==> src/rtl/bitstream_pkg.sv <==
// bitstream_pkg: shared types, default width and result saturation for the bitstream decoder
// Optional macro BITSTREAM_DECODER_BIPOLAR_EN selects a signed bipolar result (count - N/2).
package bitstream_pkg;
  localparam int WIDTH_DEF = 8;
  typedef enum logic [1:0] {IDLE, COUNT, HOLD} state_t;
  // A count of N does not fit in WIDTH bits, so it clamps to the largest code.
  // Callers truncate the result to WIDTH bits, giving two's complement in bipolar mode.
  function automatic logic [31:0] sat_result(input logic [31:0] count, input int width);
    logic [31:0] n, c;
    n = 32'd1 << width;
    c = (count >= n) ? n - 32'd1 : count;
`ifdef BITSTREAM_DECODER_BIPOLAR_EN
    return c - (n >> 1);
`else
    return c;
`endif
  endfunction
endpackage

==> src/rtl/ones_counter.sv <==
// ones_counter: window accumulator of 1s plus sample counter with terminal-count flag
// Ports: clk, n_rst (async active-low), clr (restart window), en (count this cycle), x (sample),
//        acc (ones so far, WIDTH+1 bits), last (current sample is the final one of the window).
module ones_counter #(
  parameter int WIDTH = 8
) (
  input  logic             clk,
  input  logic             n_rst,
  input  logic             clr,
  input  logic             en,
  input  logic             x,
  output logic [WIDTH:0]   acc,
  output logic             last
);
  logic [WIDTH-1:0] cnt;
  always_ff @(posedge clk or negedge n_rst)
    if (!n_rst) begin
      acc <= '0;
      cnt <= '0;
    end else if (clr) begin
      acc <= '0;
      cnt <= '0;
    end else if (en) begin
      acc <= acc + (WIDTH+1)'(x);
      cnt <= cnt + 1'b1;
    end
  assign last = en && (cnt == '1);
endmodule

==> src/rtl/bitstream_decoder.sv <==
// bitstream_decoder: counts 1s of a unipolar bitstream over 2^WIDTH cycles and presents the value
// Ports: clk, n_rst (async active-low), x (stream bit), start (begin window), busy (counting),
//        y (result, held while valid), valid/ready (output handshake).
// Optional macro BITSTREAM_DECODER_BIPOLAR_EN makes y signed: count - N/2.
module bitstream_decoder
  import bitstream_pkg::*;
#(
  parameter int WIDTH = WIDTH_DEF
) (
  input  logic             clk,
  input  logic             n_rst,
  input  logic             x,
  input  logic             start,
  output logic             busy,
  output logic [WIDTH-1:0] y,
  output logic             valid,
  input  logic             ready
);
  state_t         state;
  logic           clr, en, last;
  logic [WIDTH:0] acc, total;
  assign en    = state == COUNT;
  assign clr   = start && (state == IDLE || (state == HOLD && valid && ready));
  assign total = acc + (WIDTH+1)'(x);
  ones_counter #(.WIDTH(WIDTH)) u_cnt (
    .clk  (clk),
    .n_rst(n_rst),
    .clr  (clr),
    .en   (en),
    .x    (x),
    .acc  (acc),
    .last (last)
  );
  // HOLD spends one cycle with valid low while y settles; ready is only honoured once valid is up.
  always_ff @(posedge clk or negedge n_rst)
    if (!n_rst) begin
      state <= IDLE;
      busy  <= 1'b0;
      valid <= 1'b0;
      y     <= '0;
    end else
      case (state)
        IDLE: if (start) begin
          state <= COUNT;
          busy  <= 1'b1;
        end
        COUNT: if (last) begin
          state <= HOLD;
          busy  <= 1'b0;
          y     <= WIDTH'(sat_result(32'(total), WIDTH));
        end
        HOLD: if (!valid) valid <= 1'b1;
        else if (ready) begin
          valid <= 1'b0;
          busy  <= start;
          state <= start ? COUNT : IDLE;
        end
        default: state <= IDLE;
      endcase
endmodule

==> config.mk <==
export PLATFORM = sky130hd
export DESIGN_NAME = bitstream_decoder
export DESIGN_NICKNAME = d
export VERILOG_FILES = /design/src/rtl/bitstream_pkg.sv /design/src/rtl/ones_counter.sv /design/src/rtl/bitstream_decoder.sv
export SDC_FILE = /design/constraint.sdc
export NUM_CORES = 1
export LEC_CHECK = 0
export ABC_CLOCK_PERIOD_IN_PS = 3450
export CAP_MARGIN = 30
export CORE_MARGIN = 10
export CORE_UTILIZATION = 45
export CTS_BUF_LIST = sky130_fd_sc_hd__clkbuf_8
export DETAILED_ROUTE_END_ITERATION = 7
export PLACE_DENSITY_LB_ADDON = 0.25
export SLEW_MARGIN = 20
export SYNTH_ARGS = -nofsm -noshare
export SYNTH_HDL_FRONTEND = slang
export SYNTH_HIERARCHICAL = 1
export SYNTH_SLANG_ARGS = --single-unit
==> constraint.sdc <==
create_clock -name clk -period 3.45 [get_ports clk]
set_input_delay 0.345 -clock clk [delete_from_list [all_inputs] [get_ports clk]]
set_output_delay 0.345 -clock clk [all_outputs]
set_load 0.05 [all_outputs]
==> flow_metrics.tcl <==
set metrics [dict create \
    ys_types 31 \
    clkPwrFrac_pct 28.8 \
    n_fill_cell 301 \
    yosys.area.top_type "dfrtp_1" \
    via_per_inst 5.37 \
    synth_area_leaders "dfrtp_1 (49%), a21oi_1 (5.4%), nor2_1 (5.0%), xor2_1 (4.7%), ha_1 (4.2%)" \
    tns_ps 0 \
    fmax_mhz 456 \
    peakVddDrop_mv 0.337 \
    final_nets 179 \
    area_growth_pct 19.4 \
    hold_viol 0 \
    dieArea_sq_um 6010 \
    grt_overflow 0 \
    path_cells "nor2b_1 > buf_4 > nand3_1 > nor3_1 > and3b_1 > nand2_1 > mux2i_4 > a21oi_1" \
    worst-path-buf-inv 1 \
    min_period_ps 2190 \
    start_util_pct 48.0 \
    clk_latency_ps 280 \
    critPathTopFamily "simple AND/OR/NAND/NOR gates" \
    hold_class "in2async" \
    synth_fp_nets 159 \
    gp_congestion 0.751 \
    core-area_sq_um 3100 \
    numCtsBuffers 5 \
    max_stage_delay_ps 420 \
    synthCells 149 \
    synthFlopType "dfrtp_1" \
    dp_hpwl_mm 2.19 \
    path_class "reg2reg" \
    cts_resized 0 \
    required_ps 3600 \
    cts_max_path_buffers 2 \
    hold_slack_ps 444 \
    ys_ff_latch 29 \
    slowest_stage "dfrtp_1" \
    grt_pass1_wl_mm 5.31 \
    vias 1149 \
    cts_tree "built" \
    crit_arrival_ps 2340 \
    pwr-share-seq_pct 48.2 \
    synth_top_cell_area_share_pct 48.7 \
    drt_wl_total_mm 3.04 \
    utilization_pct 57.3 \
    cts.clk_slew.worst_paths_ps 60 \
    portBuffers 14 \
    p_int_mw 0.699 \
    layout.cells.non_filler 214 \
    hold_buffers 0 \
    drt-pass1-iter-count 4 \
    die_x_um 77.5 \
    drtIter0Drc 67 \
    drc 0 \
    switchingPower_mw 0.358 \
    tightest_slew_ps 502 \
    cts_root_buffer "clkbuf_8" \
    finalMaxSlewViolations 0 \
    grt_pass1_vias 1196 \
    p_sw_share_pct 33.8 \
    yosys.cell_count.top_type "dfrtp_1" \
    cp-end-kind "flip-flop" \
    die_y_um 77.5 \
    ys_warn_count 6 \
    antenna_found_initial 0 \
    synth_area_per_cell_sq_um 10.0 \
    io_pins 15 \
    p_total_mw 1.06 \
    avgRoutedWirePerCell_um 14.2 \
    max_slew_margin_pct 66.4 \
    path_max_fanout 13 \
    synth_enable_flop_cells 0 \
    p_comb_share_pct 23.0 \
    drive_above_1_share_pct 8.82 \
    outcome "finished clean" \
    seqCellArea_sq_um 726 \
    cp-start-kind "flip-flop" \
    grt_use_total_pct 10.8 \
    yosysSeqAreaShare_pct 48.7 \
    cellPowerDensity_nw_per_um2 594 \
    place_inst 206 \
    synth_common_cells "dfrtp_1 (29), nor2_1 (20), a21oi_1 (16)" \
    setup_viol 0 \
    post_cts.repair.setup_buffers 0 \
    antennaDiodeCount 0 \
    synth-async-reset-ratio_pct 100 \
    skew_ps 4.43 \
    leakagePower_nw 0.767 \
    drv_cap 0 \
    antenna_left 0 \
    multi_input_area_sq_um 712 \
    synth.cell_area_sq_um 1490 \
    clock-sinks 29 \
    fin_crit_sh_pct 63.6 \
    rsz0062_at_grt "false" \
    num_rows 20 \
    grt_start_max_net_pins 30 \
    htree_levels 2 \
]
==> flip-flops by register name (all words and copies together) (netlist names) <==
signal,count
u_cnt/cnt,8
busy,1
valid,1
state,2
y,8
u_cnt/acc,9
==> power groups by stage <==
| stage | logic [mW] | clock network (mW) | registers [mW] |
|---|---|---|---|
| 5_1_grt | 0.283 | 0.330 | 0.522 |
| 3_5_place_dp | 0.246 | 0 | 0.516 |
| 6_report | 0.243 | 0.305 | 0.509 |
| 2_1_floorplan | 0.184 | 0 | 0.497 |
| 4_1_cts | 0.249 | 0.314 | 0.509 |
| 3_3_place_gp | 0.232 | 0 | 0.510 |
==> layout make-up <==
type,instances,area share (%)
Tap cell,44,3.09
Timing Repair Buffer,17,9.14
Inverter,6,1.27
Multi-Input combinational cell,110,40.0
Clock inverter,1,0.281
Sequential cell,29,40.8
Clock buffer,7,5.41
==> logic make-up (layout without fill, tap and decap cells) <==
family | Yosys count | count (layout) | synth area share [%]
AND/OR/NAND/NOR | 57 | 57 | 19.6
AO/OA/AOI/OAI | 31 | 31 | 12.8
flip-flops | 29 | 29 | 48.7
XOR/XNOR | 13 | 13 | 7.64
buffers and inverters | 10 | 31 | 3.53
adder cells (fa/ha/maj) | 5 | 5 | 4.20
multiplexers | 4 | 4 | 3.53
==> cells in the final DEF (no fill, tap or decap), drive strengths merged <==
cell / instances
clkinv: 1
and3b: 1
xnor2: 5
xor2: 8
nand2: 9
inv: 6
nor2: 20
nor2b: 1
mux2i: 4
o211ai: 1
a221oi: 1
and3: 1
nand3b: 1
o2111ai: 2
a21oi: 16
nand4: 6
o21ai: 7
clkdlybuf4s50: 14
nand3: 5
a21o: 1
dfrtp: 29
nand2b: 4
clkbuf: 7
o31ai: 3
nor3: 1
ha: 5
or4: 2
or3: 5
buf: 3
and4: 1
==> through the flow <==
stage / instance area [sq um] / setup WS, ps
after detailed placement: 1680 / 1190
after floorplan: 1490 / 1480
after CTS: 1780 / 1250
after global placement: 1680 / 1220
final: 1780 / 1260
after global routing: 1780 / 1010
==> metal layers <==
layer  track usage, %  wire length (um)  vias up
li1                 -                 -      565
met1             11.5              1390      551
met2             17.6              1430       22
met3             4.38               137       11
met4             6.39                87        0
met5                0                 0        -
==> worst paths after layout <==
check | slack [ps] | cells past startpoint | to | from
setup / recovery | 1260 | 8 | y[5] | state[0]
hold / removal | 440 | 2 | u_cnt/cnt[4] | n_rst
setup reg to reg | 1260 | 8 | y[5] | state[0]
hold reg to reg | 530 | 2 | y[1] | y[1]
max in group asynchronous | 2730 | 2 | y[3] | n_rst
min in group clk | 530 | 2 | y[1] | y[1]
No activity file was read; power rests on OpenSTA's default activity.
